<file path="src/rtl/sh_multi_timer.sv">
// sh_multi_timer: shared 13-bit prescaler feeding NCH independent compare/overflow
// counters on the SH DBUS peripheral handshake. Each channel selects its tick rate
// from the prescaler, can clear on compare match, toggle an output pin and raise
// a level interrupt from its match/overflow flags.
module sh_multi_timer #(
    parameter int          NCH   = 2,
    parameter int          CNT_W = 16,
    parameter logic [31:0] BASE  = 32'hFFFFFE40
) (
    input  logic             CLK,
    input  logic             RST,
    input  logic             CE_R,
    input  logic [31:0]      IBUS_A,
    input  logic [31:0]      IBUS_DI,
    output logic [31:0]      IBUS_DO,
    input  logic [3:0]       IBUS_BA,
    input  logic             IBUS_WE,
    input  logic             IBUS_REQ,
    output logic             IBUS_BUSY,
    output logic             IBUS_ACT,
    output logic [NCH-1:0]   TO,
    output logic [NCH-1:0]   IRQ
);
    // One 16-byte block for GSTART plus one per channel.
    localparam logic [31:0] SPAN = 32'(16 * (NCH + 1));

    logic [31:0]    offset;
    logic           in_range;
    logic           wr_en;
    logic [1:0]     word;
    logic [3:0]     blk;
    logic [31:0]    be_mask;
    logic [12:0]    div_cnt_reg;
    logic [NCH-1:0] gstart_reg;
    logic [NCH-1:0] gstart_eff;
    logic           gstart_wr;
    logic [31:0]    ch_rdata [NCH];
    logic [31:0]    rdata;

    // Byte-lane merge of a write into the current register value.
    function automatic logic [31:0] merge_be(input logic [31:0] old_v,
                                             input logic [31:0] new_v,
                                             input logic [31:0] be);
        return (old_v & ~be) | (new_v & be);
    endfunction

    // Addresses below BASE wrap to a huge offset and fall outside the range.
    assign offset    = IBUS_A - BASE;
    assign in_range  = offset < SPAN;
    assign word      = offset[3:2];
    assign blk       = offset[7:4];
    assign be_mask   = {{8{IBUS_BA[3]}}, {8{IBUS_BA[2]}}, {8{IBUS_BA[1]}}, {8{IBUS_BA[0]}}};
    assign wr_en     = IBUS_REQ && IBUS_WE && CE_R && in_range;
    assign IBUS_ACT  = IBUS_REQ && in_range;
    assign IBUS_BUSY = 1'b0;

    // A GSTART write acts in its own cycle, so stopping never lets one more tick through.
    assign gstart_wr  = wr_en && (blk == 4'd0) && (word == 2'd0);
    assign gstart_eff = gstart_wr ? NCH'(merge_be(32'(gstart_reg), IBUS_DI, be_mask)) : gstart_reg;

    // Free-running prescaler, advances on every enabled cycle.
    always_ff @(posedge CLK or posedge RST) begin
        if (RST) div_cnt_reg <= '0;
        else if (CE_R) div_cnt_reg <= div_cnt_reg + 13'd1;
    end

    // Global run bits.
    always_ff @(posedge CLK or posedge RST) begin
        if (RST) gstart_reg <= '0;
        else gstart_reg <= gstart_eff;
    end

    for (genvar gi = 0; gi < NCH; gi++) begin : g_ch
        localparam logic [3:0] BLK = 4'(gi + 1);
        localparam logic [CNT_W-1:0] ONE = CNT_W'(1);

        logic [7:0]       ctrl_reg;
        logic [CNT_W-1:0] cnt_reg;
        logic [CNT_W-1:0] cmp_reg;
        logic             cmf_reg;
        logic             ovf_reg;
        logic             to_reg;
        logic             sel;
        logic             wr_ctrl, wr_cnt, wr_cmp, wr_stat;
        logic [3:0]       cks;
        logic [12:0]      mask;
        logic             tick, step, match, at_max, clr_on_match;
        logic             clr_cmf, clr_ovf;
        logic [31:0]      ch_val;

        assign sel     = blk == BLK;
        assign wr_ctrl = wr_en && sel && (word == 2'd0);
        assign wr_cnt  = wr_en && sel && (word == 2'd1);
        assign wr_cmp  = wr_en && sel && (word == 2'd2);
        assign wr_stat = wr_en && sel && (word == 2'd3);
        assign clr_cmf = wr_stat && IBUS_BA[0] && IBUS_DI[0];
        assign clr_ovf = wr_stat && IBUS_BA[0] && IBUS_DI[1];

        // CKS saturates at the prescaler width; tick when the low CKS bits are all ones.
        assign cks   = (ctrl_reg[3:0] > 4'd13) ? 4'd13 : ctrl_reg[3:0];
        assign mask  = 13'((14'd1 << cks) - 14'd1);
        assign tick  = CE_R && gstart_eff[gi] && ((div_cnt_reg & mask) == mask);
        // A CPU write to CNT replaces the count step entirely, including match evaluation.
        assign step  = tick && !wr_cnt;
        assign match = cnt_reg == cmp_reg;
        assign at_max = &cnt_reg;
        assign clr_on_match = match && ctrl_reg[4];

        // Channel registers; hardware flag set wins over a same-cycle W1C.
        always_ff @(posedge CLK or posedge RST) begin
            if (RST) begin
                ctrl_reg <= '0;
                cnt_reg  <= '0;
                cmp_reg  <= '1;
                cmf_reg  <= 1'b0;
                ovf_reg  <= 1'b0;
                to_reg   <= 1'b0;
            end else begin
                if (wr_ctrl) ctrl_reg <= 8'(merge_be(32'(ctrl_reg), IBUS_DI, be_mask));
                if (wr_cmp)  cmp_reg  <= CNT_W'(merge_be(32'(cmp_reg), IBUS_DI, be_mask));
                if (wr_cnt) begin
                    cnt_reg <= CNT_W'(merge_be(32'(cnt_reg), IBUS_DI, be_mask));
                end else if (tick) begin
                    if (clr_on_match) cnt_reg <= '0;
                    else cnt_reg <= cnt_reg + ONE;
                end
                cmf_reg <= (cmf_reg && !clr_cmf) || (step && match);
                ovf_reg <= (ovf_reg && !clr_ovf) || (step && at_max && !clr_on_match);
                if (step && match && ctrl_reg[7]) to_reg <= !to_reg;
            end
        end

        // Per-channel read value, zero unless this block is addressed.
        always_comb begin
            ch_val = '0;
            if (sel) begin
                case (word)
                    2'd0:    ch_val = 32'(ctrl_reg);
                    2'd1:    ch_val = 32'(cnt_reg);
                    2'd2:    ch_val = 32'(cmp_reg);
                    default: ch_val = {30'b0, ovf_reg, cmf_reg};
                endcase
            end
        end

        assign ch_rdata[gi] = ch_val;
        assign TO[gi]  = to_reg;
        assign IRQ[gi] = (cmf_reg && ctrl_reg[5]) || (ovf_reg && ctrl_reg[6]);
    end

    // Read mux: GSTART plus the OR of the channel blocks; bus reads 0 when not a read access.
    always_comb begin
        rdata = '0;
        if ((blk == 4'd0) && (word == 2'd0)) rdata = 32'(gstart_reg);
        for (int i = 0; i < NCH; i++) rdata = rdata | ch_rdata[i];
        IBUS_DO = (IBUS_REQ && !IBUS_WE && in_range) ? rdata : 32'h0;
    end
endmodule

</file>
<file path="config.mk">
export PLATFORM = sky130hd
export DESIGN_NAME = sh_multi_timer
export DESIGN_NICKNAME = d
export VERILOG_FILES = /design/src/rtl/sh_multi_timer.sv
export SDC_FILE = /design/constraint.sdc
export NUM_CORES = 1
export LEC_CHECK = 0
export BUFFER_PORTS_ARGS = -buffer_cell sky130_fd_sc_hd__buf_2
export CAP_MARGIN = 25
export CORE_AREA = 2 2 131 133
export CTS_BUF_LIST = sky130_fd_sc_hd__clkbuf_16
export CTS_CLUSTER_SIZE = 16
export DETAILED_ROUTE_END_ITERATION = 8
export DIE_AREA = 0 0 133 135
export PLACE_DENSITY = 0.75
export SKIP_LAST_GASP = 1
export SYNTH_ARGS = -nofsm -noshare
export SYNTH_HDL_FRONTEND = slang
export SYNTH_SLANG_ARGS = --single-unit
</file>
<file path="constraint.sdc">
create_clock -name CLK -period 6.3 [get_ports CLK]
set_input_delay 0.63 -clock CLK [delete_from_list [all_inputs] [get_ports CLK]]
set_output_delay 0.63 -clock CLK [all_outputs]
set_load 0.01 [all_outputs]
</file>
-- Word-level counts from Yosys, hierarchy flattened
Index checks and enable logic that the tools add are counted.
- equal/unequal tests: 9
- shifts and indexed selects: 2
- reduce and logical (&&, ||, !) cells: 72
- mux-type cells: 15
- add/subtract/negate cells: 6
- $lt $le $gt $ge: 3
- bitwise logic cells: 20
- operators by type and width (kind ; count):
    $mux 16 ; 8
    $pmux 16 s3 ; 2
    $and 16x16->16 ; 5
    $or 16x16->16 ; 4
    $or 32x32->32 ; 2
    $logic_and 1x1->1 ; 49
    $add 16x1->16 const B ; 2
    $eq 16x16->1 ; 2
    $lt 32x6->1 const B ; 1
    $mux 32 ; 1
    $reduce_and 16->1 ; 2
    $sub 32x32->32 const B ; 1
    $and 13x13->13 ; 2
    $eq 13x13->1 ; 2
    $shl 1x4->13 const A ; 2
    $sub 13x1->13 const B ; 2
    $and 8x8->8 ; 2
    $not 16->16 ; 1
    $or 8x8->8 ; 2
    $add 13x1->13 const B ; 1
    $logic_not 1->1 ; 11
    $gt 4x4->1 const B ; 2
    $mux 4 ; 2
    $logic_or 1x1->1 ; 6
    10 further kinds ; 13
- logic and storage cells: 141
- flip-flop bits (word level): 101
- output and inout bits: 38
- bits of input ports: 73

-- Logic depth before layout (Yosys ltp)
Gate-level depths: netlist (run 1).
- word-level depth: 12
- depth in mapped cells: 14

-- Worst setup path after synthesis (run 1)
Ideal clock, no wire load.
- kind: input to output
- start: input port IBUS_A[12]
- end: output port IBUS_DO[10]
- data arrival time: 2.889 ns
- required time: 5.670 ns
- setup slack: 2.781 ns
- cell stages on the path: 9
- path through: nand4_2 or3_4 or4_4 and3_4 o2111a_2 nand2b_1 clkbuf_1 clkbuf_1 nor2_1
- cells in the longest elaborated chain, start to end: 4
- RTL lines (element ; RTL line ; source):
    from (decl) ; 13 ; input logic [31:0] IBUS_A,
    $sub 32x32->32 ; 48 ; assign offset = IBUS_A - BASE;
    $lt 32x6->1 ; 49 ; assign in_range = offset < SPAN;
    $logic_and 1x1->1 ; 156 ; IBUS_DO = (IBUS_REQ && !IBUS_WE && in_range) ? rdata : 32'h0;
    $mux 32 ; 156 ;
    to (decl) ; 15 ; output logic [31:0] IBUS_DO,
Every way passes these cells.

-- Final worst setup path (run 1)
- start: input port IBUS_A[12]
- end: output port IBUS_DO[4]
Same word-level chain as after synthesis.

==> results, run 1 <==
- The clock share of power is 33.7%.
- Synthesis handed over a netlist of 791 instances.
- The largest buffer count on any clock path is 2.
- CTS built an H-tree with a depth of 3.
- For the worst setup path, the data required time is 5670 ps.
- The most frequent cell after synthesis is sky130_fd_sc_hd__nand2_1.
- With fillers left out, the area of the finished cells amounts to 8077 um2.
- The detailed router's first-iteration violation count is 657.
- The total number of placement rows is 47.
- The share of the clock period used by the worst path is 60.40%.
- The number of gates on the worst path with buffers counted is 9.
- The net switching power is 595.1 uW.
- The first global-routing pass estimated 33490 um of wire.
- Routability-driven placement finished with a final weighted congestion of 0.9125.
- The worst-margin pin slew is 906.2 ps.
- The clock period could shrink to 3805 ps.
- After detailed routing, the number of remaining DRC violations is 0.
- After global routing the overflow that remains totals 0.
- The worst slew margin relative to its limit is 38.03%.
- The synthesized design contains 0 enable-type register cells.
- The TritonCTS clock tree is built.
- Ranked by instance count, the synthesized netlist is headed by sky130_fd_sc_hd__nand2_1 (72), sky130_fd_sc_hd__dfrtp_1 (69), sky130_fd_sc_hd__nor2_1 (54), sky130_fd_sc_hd__mux2_2 (49), sky130_fd_sc_hd__xnor2_1 (46).
- The mapped netlist covers 7311 um2.
- The cell area after placement is 7757 um2.
- The via count of the first global-routing pass is 6261.
- The internal power component is 1182 uW.
- Across the routed clock network, the largest skew measured is 10.82 ps.
- The arrival time reported for the critical path endpoint is 3170 ps.
- Of the total power, registers draw 45.1%.
- The worst setup path is captured at an output port.
- The number of gates resized after CTS is 0.
- The most used flip-flop cell after synthesis is sky130_fd_sc_hd__dfrtp_1.
- After detailed routing, the average wire length per cell comes to 19.35 um.
- The cell that appears most often on the critical path is sky130_fd_sc_hd__buf_2.
- The async set-or-reset flop fraction in the synthesized netlist is 100.0%.
- The horizontal extent of the die is 133 um.
- By area the synthesized netlist is led by sky130_fd_sc_hd__dfrtp_1 (24%), sky130_fd_sc_hd__dfstp_2 (12%), sky130_fd_sc_hd__mux2_2 (7.5%), sky130_fd_sc_hd__xnor2_1 (5.5%), sky130_fd_sc_hd__nand2_1 (3.7%).
- The placeable core region is 16410 um2.
- The cell family with the largest share of critical-path delay is simple AND/OR/NAND/NOR gates.
- The number of setup buffers added after CTS is 0.
- After detailed routing, the number of vias per cell comes to 6.196.
- The clock latency reported for the late side of the worst-skew pair is 370 ps.
- The TritonCTS buffer count is 9.
- Summed over all cells, the static leakage comes to 0.003250 uW.
- For the final routed database, the setup TNS stands at 0 ps.
- The type of the most critical hold path is in2async.
- Dividing total power by cell area gives a power density of 220.0 nW/um2.
- The setup slack on the worst flop-to-flop path is 2510 ps.
- Sequential elements use 35.12% of the synthesized area.
- The part of the power in combinational logic is 21.2%.
- The cell count of the worst reg-to-reg path is 12.
- The count of buffers from port buffering is 73.
- The initial antenna violation count is 2.
- The hold buffer count at CTS is 0.
- Across the run, the number of max-cap violations was 0.
- The post-detailed-route count of antenna-violating nets is 0.
- Setup repair after global routing left no endpoint under its margin.
- For this block, the routed nets add up to 20670 um of wire.
- The first detailed-routing pass ran for 6 iterations.
- Entering global routing, the biggest net connects 56 pins.
- The fmax is 262.8 MHz.
- The number of I/O pins is 111.
- Synthesis inferred 101 register bits.
- The number of buffer and inverter instances along the worst setup path is 2.
- The tree is rooted in a sky130_fd_sc_hd__clkbuf_16.
- The overall die area is 17960 um2.
- The maximum net fanout on the critical path is 16.
- The share of synthesized area in the top cell type comes to 23.62%.
- In the final design database the tool counted 919 nets.
- The area growth from synthesis to layout is 10.47%.
- The flow ran to the end, and the final reports show no timing, DRC or antenna violations.
- The synthesized netlist contains 87 unique library cells.
- In this run the mean area of a mapped cell was 9.242 um2.
- The worst supply voltage drop on vdd is 211.3 uV.
- The critical path start-end classification is in2out.
- sky130_fd_sc_hd__dfrtp_1 takes more of the synthesized area than any other cell.
- The routed layout has 6617 vias.
- The clock-pin slew on the worst setup and hold paths is 80 ps.
- The number of max-slew violations in the final report is 0.
- From bottom edge to top edge, the die measures 135 um.
- The biggest cell delay along the critical path is 520 ps.
- Walking the worst path, the cells encountered are buf_2, nand4_2, or3_4, or4_4, and3_4, o2111a_2, nand2b_1, nor2_1, buf_2.
- For this run, the total global-route usage over all layers was measured as 23.66%.
- The share of final-layout standard cells stronger than drive strength 1 is 25.53%.
- The number of warnings issued by yosys is 0.
- Setup violations remaining at the end of the flow were counted as 0.
- The final-report hold violation count came to 0.
- The critical path launch point type is a primary input.
- Net switching is 33.49% of the power.
- For this configuration, the core starts out at a cell density of 44.56%.
- The clock sink count is 101.
- On the critical path, the stage with the largest delay is an instance of sky130_fd_sc_hd__or4_4.
- The HPWL after detailed placement is 15010 um.
-- placed cells by master, fill, tap and decap left out, drive strengths merged, types with 4 or more instances in the layout --
master  synthesis  layout
or4             5       5
a21o            4       4
mux2i          16      16
nand2          75      75
o211ai         11      11
or2             5       5
and4            4       4
buf            29      77
nor2b           4       4
nor2           62      62
nand3          20      20
a221oi          5       5
dfstp          32      32
o22ai           9       9
a32oi           7       7
a211oi          6       6
conb            1      17
ha              5       5
a22oi          27      27
or3             5       5
nor3           20      20
inv            23      28
o21ai          45      45
o22a           10      10
a22o            4       4
mux2           50      50
nand2b         11      11
and2            9       9
and3           21      21
dfrtp          69      69
xnor2          46      46
nand4          30      30
clkbuf         26      10
nor4           14      14
a21oi          23      23
a32o            4       4
-- through the flow --
stage | util (%) | worst slack [ps] | cells | hold slack (ps) | power [uW]
after floorplan | - | 2781 | 807 | 446.5 | 1066
after global placement | 47.28 | 2524 | 1049 | 462.3 | 1167
after detailed placement | 47.28 | 2500 | 1049 | 462.5 | 1177
after CTS | 49.15 | 2496 | 1065 | 419.1 | 1769
after global routing | 49.23 | 2304 | 1068 | 450.4 | 1853
final | 49.23 | 2495 | 1068 | 388.6 | 1777
-- final cells by class --
type                       instances  area [um2]
multi-input combinational        628        4431
clock inverter                     7       81.33
clock buffer                       9       225.2
timing repair buffer              78       402.9
fill                            1542        8330
antenna                            2       5.005
tap                              220       275.3
sequential                       101        2567
inverter                          23       88.84
-- worst reg2reg max path: cells and delay by family (launching register included) --
kind	cells	cell delay [ps]
AO/OA/AOI/OAI	6	1870
adder cells (fa/ha/maj)	1	280
flip-flops	1	580
AND/OR/NAND/NOR	5	980
-- power by group through the flow --
stage	registers, uW	clock network [uW]	logic, uW
final	801	598	377
after global routing	811	622	420
after CTS	797	601	371
after detailed placement	808	0	369
after global placement	806	0	361
after floorplan	770	0	295
-- worst max-delay path by stage --
stage                    start          end  slack (ps)
floorplan           IBUS_A[12]  IBUS_DO[10]        2780
global placement    IBUS_A[12]   IBUS_DO[4]        2520
detailed placement  IBUS_A[12]   IBUS_DO[4]        2500
CTS                 IBUS_A[12]   IBUS_DO[4]        2500
global route          register     register        2300
finish              IBUS_A[12]   IBUS_DO[4]        2500
-- cell families after synthesis --
family / share of synthesized area [%]
flip-flops: 35.12
AND/OR/NAND/NOR: 22.78
multiplexers: 10.56
XOR/XNOR: 5.870
buffers and inverters: 5.220
other: 0.05129
adder cells (fa/ha/maj): 0.8557
AO/OA/AOI/OAI: 19.55
-- routing by layer --
| metal | vias up | track usage [%] | share of wire [%] |
|---|---|---|---|
| met5 | - | 0 | 0 |
| met4 | 0 | 11.47 | 3.8 |
| met3 | 55 | 3.303 | 6.1 |
| met2 | 284 | 37.54 | 47 |
| met1 | 3244 | 31.97 | 43 |
| li1 | 3034 | - | - |
(Power assumes the default switching activity.)
==> run 2, diff against run 1 <==
--- a/config.mk
+++ b/config.mk
@@ -12,7 +12,7 @@
 export CTS_CLUSTER_SIZE = 16
 export DETAILED_ROUTE_END_ITERATION = 8
 export DIE_AREA = 0 0 133 135
-export PLACE_DENSITY = 0.75
+export PLACE_DENSITY = 0.77
 export SKIP_LAST_GASP = 1
 export SYNTH_ARGS = -nofsm -noshare
 export SYNTH_HDL_FRONTEND = slang
==> constraint.sdc (replaced) <==
create_clock -name CLK -period 3.38 [get_ports CLK]
set_input_delay 0.338 -clock CLK [delete_from_list [all_inputs] [get_ports CLK]]
set_output_delay 0.338 -clock CLK [all_outputs]
set_load 0.01 [all_outputs]
==> run 2 against run 1 <==
Non-clock buffer count is 29 higher. Count of clock-buffer cells in the layout stayed put. Global-route usage is 0.26 points lower. Die area stayed put. First-iteration DRC count is 11% lower. Core utilization is 1.4 points higher. Highest routed layer unchanged. Design area is 2.8% higher. Clock skew is 1.1 ps lower. Via count is 1.5% higher. Wire length is 0.33% higher.
==> results, run 2 (synthesis results as in run 1) <==
- The leakage power total is 0.003384 uW.
- The clock latency reported for the late side of the worst-skew pair is 370 ps.
- The total via count after detailed routing is 6715.
- Entering global routing, the biggest net connects 53 pins.
- Setup slack on the worst reg-to-reg path comes out at 270 ps.
- The critical path launch point type is a register.
- Measured along the x axis, the die boundary spans 133 um.
- The flow ran to the end, and the final reports show no timing, DRC or antenna violations.
- The detailed router's first-iteration violation count is 587.
- The clock sink count is 101.
- The detailed-placement wirelength estimate is 15410 um.
- The count of buffers added on input and output ports is 73.
- In the layout the commonest cells are sky130_fd_sc_hd__buf_2 (73), sky130_fd_sc_hd__nand2_1 (72), sky130_fd_sc_hd__dfrtp_1 (69).
- The signal on the critical path passes through nor2_1, nand2_1, ha_1, or2_2, o21ai_0, a22oi_1, nor3b_1, a2111oi_1, nand3_1, a21oi_4, buf_12, or2_4, mux2_4.
- The first global-routing pass estimated 33270 um of wire.
- Once detail routing completed, the nets flagged for antenna violations numbered 0.
- Setup repair after global routing left no endpoint under its margin.
- For this run, the detailed router's first-pass iteration total came to 6.
- Summing all multi-input logic gate instances after layout gives 4432 um2.
- For this design, the slowest cell found on the critical path is sky130_fd_sc_hd__dfrtp_1.
- The final critical-path required period is 3106 ps.
- The leading cell type in the layout, fill and taps excluded is sky130_fd_sc_hd__buf_2.
- Power comes to 3261 uW.
- Once the floorplan was initialized, standard cells occupied 44.56% of the core.
- The sequential standard cell area is 2567 um2.
- Setup violations remaining at the end of the flow were counted as 0.
- At the end of routability-driven placement, the weighted congestion stood at 0.9117.
- The worst pin sits at a relative slew slack of 52.13%.
- The fmax is 322.0 MHz.
- Excluding fillers, the count of instances in the completed layout stands at 1095.
- The die span in y is 135 um.
- For this run, design rule violations remaining after detail routing come to 0.
- The H-tree was split into 3 levels.
- The share of final-layout standard cells stronger than drive strength 1 is 28.00%.
- Relative to the synthesized area, the layout overhead comes to 13.55%.
- STA classifies the critical path endpoint as a register.
- The setup TNS is 0 ps.
- The detailed-route vias per instance is 6.132.
- By startpoint and endpoint, the worst setup path is classified as reg2reg.
- The remaining global-route overflow is 0.
- The clock arrives with 9.677 ps of skew.
- The clock-pin slew on the worst setup and hold paths is 70 ps.
- The layout has 1443 filler cells.
- The initial antenna violation count was 0.
- The clock root buffer is sky130_fd_sc_hd__clkbuf_16.
- The mean routed wirelength per cell is 18.94 um.
- The TritonCTS buffer count is 9.
- The number of max-slew violations in the final report is 0.
- The total number of placement rows is 47.
- Global routing used 23.40% of the available tracks.
- The TritonCTS clock tree is built.
- At the end of the flow, the number of nets in the layout was 948.
- The cell total after placement is 1077.
- After floorplanning, the core was sized to cover 16410 um2.
- The number of antenna cells inserted is 0.
- The number of I/O pins is 111.
- The final layout contains routed wiring with a total length of 20740 um.
- The via count of the first global-routing pass is 6188.
- Measured in cells, the most critical reg-to-reg path has a length of 13.
- The final-report hold violation count is 0.
- For the pin with the worst max-slew slack, the measured transition is 717.3 ps.
- The power per standard cell area is 392.9 nW/um2.
- In this design, the stage delay of the slowest critical-path cell is 440 ps.
- The largest buffer count on any clock path is 2.
- The maximum net fanout on the critical path is 13.
- The overall die area is 17960 um2.
- VDD sags by at most 340.9 uV.
- The share of the clock period used by the worst path is 91.89%.
- The arrival time reported for the critical path endpoint is 3360 ps.
- The reported max-cap violation count is 0.
- The min-delay analysis places its worst path in the category in2async.
- The required arrival time at the worst endpoint is 3630 ps.
run 2: cell types whose count changed in the layout (fill, tap and decap cells not counted), sizes merged:
cell / change
inv: -2
clkinv: +1
diode: -2
buf: +30
clkinvlp: +2
bufinv: -1
clkbuf: -1
run 2: timing repair:
action                                  CTS  global route
hold endpoints to repair                  0             0
resized for setup                         0             1
hold buffers                              0             0
endpoints found under the setup margin    0            15
setup buffers                             0             2
run 2: through the flow:
stage	worst slack, ps	hold slack (ps)	instance area (um2)	util (%)
after floorplan	444.5	446.5	7371	-
after global placement	191.9	460.9	7993	48.72
after detailed placement	126.7	459.2	7993	48.72
after CTS	173.4	95.62	8273	50.42
after global routing	15.24	131.0	8302	50.60
final	274.1	74.57	8302	50.60
run 2: worst max-delay path, delay by kind of cell, from the launching register on:
kind / cells / cell delay, ps
flip-flops: 1 / 440
buffers and inverters: 1 / 160
AO/OA/AOI/OAI: 4 / 370
adder cells (fa/ha/maj): 1 / 330
AND/OR/NAND/NOR: 6 / 1420
multiplexers: 1 / 300
run 2: path summary, 6_finish.rpt:
path | to
max reg2reg | register
max | register
max in group asynchronous | asynchronous set/reset pin
min reg2reg | g_ch[1].to_reg$_DFFE_PP0P_
min in group CLK | register
min | asynchronous set/reset pin
run 2: where the power goes:
part | internal [uW] | switching (uW)
sequential | 1310 | 190
clock | 508 | 515
combinational | 336 | 405
run 2: routing by layer:
layer / vias to the layer above / GRT usage [%] / part of all wire, %
li1: 3087 / - / -
met2: 279 / 37.22 / 47
met4: 0 / 10.04 / 3.4
met5: - / 0 / 0
met1: 3294 / 31.73 / 43
met3: 55 / 3.754 / 6.6
run 2: area by class of cell:
cell class	instances	share of cell area, %
well taps	220	3.316
clock inverters	7	0.6632
inverters	23	1.070
clock buffers	9	2.713
flip-flops and latches	101	30.93
repair buffers	107	7.928
multi-input cells	628	53.38
==> run 3, diff against run 2 <==
--- a/config.mk
+++ b/config.mk
@@ -12,7 +12,7 @@
 export CTS_CLUSTER_SIZE = 16
 export DETAILED_ROUTE_END_ITERATION = 8
 export DIE_AREA = 0 0 133 135
-export PLACE_DENSITY = 0.77
+export PLACE_DENSITY = 0.73
 export SKIP_LAST_GASP = 1
 export SYNTH_ARGS = -nofsm -noshare
 export SYNTH_HDL_FRONTEND = slang
==> run 3 against run 2 <==
Worst hold slack better by 7.8 ps. Design area about the same. Combinational power about the same. Register-to-register slack got worse by 20 ps. Maximum frequency down 0.60%. Count of clock-buffer cells in the layout did not move. Core utilization hardly changed. Global-route usage grew 0.15 points. Clock skew is 5.1 ps higher. Via count fell by 0.57%. Highest routed layer unchanged. Flip-flop and latch count unchanged.
==> results, run 3 (synthesis results as in run 1) <==
- Along the worst path, the maximum fanout reaches 10.
- Global routing used 23.55% of the available tracks across all layers.
- The flow ran to the end, and the final reports show no timing, DRC or antenna violations.
- For this design the total switching power over the nets is 1127 uW.
- Leaving out fill and tap cells, the most frequent cells in the layout are sky130_fd_sc_hd__buf_2 (73), sky130_fd_sc_hd__nand2_1 (72), sky130_fd_sc_hd__dfrtp_1 (69).
- Detailed placement ended at an HPWL of 15390 um.
- The worst-case IR drop observed on VDD is 299.5 uV.
- The final design area excluding fillers is 8307 um2.
- The worst-margin pin slew is 675.8 ps.
- The total via count after detailed routing is 6677.
- In this run the count of I/O pins placed on the die edge is 111.
- Clock-pin slew was measured on the worst setup and hold paths at 80 ps.
- The final cell count without fillers is 1096.
- The number of detailed-route iterations in the first pass is 5.
- The remaining global-route overflow is 0.
- On the final layout, the worst hold slack is 82.36 ps.
- The via count of the first global-routing pass is 6331.
- The die is 135 um tall.
- The total number of placement rows is 47.
- The horizontal extent of the die is 133 um.
- The switching share of power is 34.34%.
- The detailed-route vias per instance is 6.092.
- Internal power comes to 2156 uW.
- The worst slew margin relative to its limit is 54.53%.
- The count of buffers from port buffering is 73.
- Clock latency on the worst-skew pair, taken at its later pin, is 360 ps.
- The net count of the finished layout is 948.
- The cell total after placement is 1075.
- The final-report hold violation count came to 0.
- The final-report setup violation count is 0.
- The final core utilization is 50.63%.
- The share of the clock period used by the worst path is 92.44%.
- The setup slack on the worst flop-to-flop path is 260 ps.
- The tree is rooted in a sky130_fd_sc_hd__clkbuf_16.
- In this run, post-CTS hold repair placed 0 buffers.
- The required arrival time at the worst endpoint is 3650 ps.
- The clock tree synthesis step divided the H-tree into 3 levels.
- The cell count of the worst reg-to-reg path is 13.
- Timing would allow up to 320.1 MHz.
- STA classifies the critical path endpoint as a register.
- The die covers 17960 um2.
- For the worst setup path, the data arrival time is 3390 ps.
- For this run, the slowest stage of the critical path takes 470 ps.
- TritonCTS built the clock tree.
- In this run the worst hold path is classified as in2async.
- The TritonCTS buffer count is 9.
- Once the floorplan was initialized, standard cells occupied 44.56% of the core.
- The clock share of power is 31.7%.
- For this design the ratio of total power to cell area is 395.3 nW/um2.
- The largest buffer count on any clock path is 2.
- The final weighted congestion in routability-driven placement is 0.9462.
- Entering global routing, the biggest net connects 53 pins.
- The number of max-slew violations in the final report came to 0.
- The initial antenna violation count is 1.
- Of the total power, combinational logic draws 22.6%.
- The detail route stage leaves a number of antenna-violating nets equal to 0.
- The region available for standard cell placement spans 16410 um2.
- The critical path launch point type is a register.
- The leading cell type in the layout, fill and taps excluded is sky130_fd_sc_hd__buf_2.
- The leakage power total is 0.003383 uW.
- The share of final-layout standard cells stronger than drive strength 1 is 28.23%.
- The detailed router's first-iteration violation count is 456.
- Compared with the post-synthesis result, the final layout area differs by 13.62%.
- The total power is 3283 uW.
- Traced cell by cell, the critical path runs through nor2_1, nand2_1, ha_1, nor4bb_1, a21oi_1, o22a_1, o22ai_1, a2111oi_0, buf_4, and4b_1, nor2_2, a22oi_1, o21ai_0.
- The reported max-cap violation count is 0.
- The routed design has 20900 um of wire.
- The critical path start-end classification is reg2reg.
- The register share of total power is 45.7%.
- The placed instances occupy a cell area of 7978 um2.
- The mean routed wirelength per cell is 19.07 um.
- The final critical-path required period is 3124 ps.
- Across the routed clock network, the largest skew measured is 14.76 ps.
- Clock tree synthesis found a total of 101 sinks.
- The slowest stage of the critical path belongs to the cell sky130_fd_sc_hd__dfrtp_1.
- The first global-routing pass estimated 33640 um of wire.
- The number of remaining DRC errors is 0.
==> run 3: how the worst max path moves through the flow <==
| stage | cells after the start | endpoint | from | slack [ps] |
|---|---|---|---|---|
| 2_1_floorplan | 9 | IBUS_DO[10] | IBUS_A[12] | 440 |
| 3_3_place_gp | 11 | register | register | 180 |
| 3_5_place_dp | 10 | register | IBUS_A[12] | 130 |
| 4_1_cts | 11 | register | register | 170 |
| 5_1_grt | 15 | register | register | -30 |
| 6_report | 13 | register | register | 260 |
==> run 3: layout make-up <==
| type | count | area (um2) |
|---|---|---|
| Fill cell | 1497 | 8100 |
| Clock buffer | 9 | 225.2 |
| Inverter | 23 | 88.84 |
| Antenna cell | 1 | 2.502 |
| Tap cell | 220 | 275.3 |
| Multi-Input combinational cell | 629 | 4442 |
| Clock inverter | 7 | 67.56 |
| Timing Repair Buffer | 106 | 638.1 |
| Sequential cell | 101 | 2567 |
==> run 3: timing repair <==
| action | in CTS | in global routing |
|---|---|---|
| gates resized for setup | 0 | 1 |
| hold endpoints to repair | 0 | 0 |
| setup buffers | 0 | 3 |
| setup endpoints to repair | 0 | 13 |
==> run 3: power by group through the flow <==
stage | Sequential [uW] | Combinational [uW] | Clock, uW
2_1_floorplan | 1440 | 551 | 0
3_3_place_gp | 1510 | 688 | 0
3_5_place_dp | 1520 | 705 | 0
4_1_cts | 1490 | 710 | 1050
5_1_grt | 1520 | 827 | 1100
6_report | 1500 | 742 | 1040
==> run 3: per-layer routing <==
metal  track usage, %  share of wire, %  vias up
met5                0                 0        -
met4            9.020               2.6        0
met3            3.941               6.7       42
met2            37.77                46      247
met1            32.02                44     3296
li1                 -                 -     3092
==> run 3: through the flow <==
step                      setup slack, ps  TNS (ps)
after floorplan                     444.5         0
after global placement              179.3         0
after detailed placement            130.0         0
after CTS                           173.7         0
after global routing               -29.59    -57.34
final                               255.5         0
==> run 3: critical path, delay by kind of cell (launching register included) <==
family | cells | cell delay (ps)
adder cells (fa/ha/maj) | 1 | 290
buffers and inverters | 1 | 160
AO/OA/AOI/OAI | 6 | 910
flip-flops | 1 | 470
AND/OR/NAND/NOR | 5 | 1200
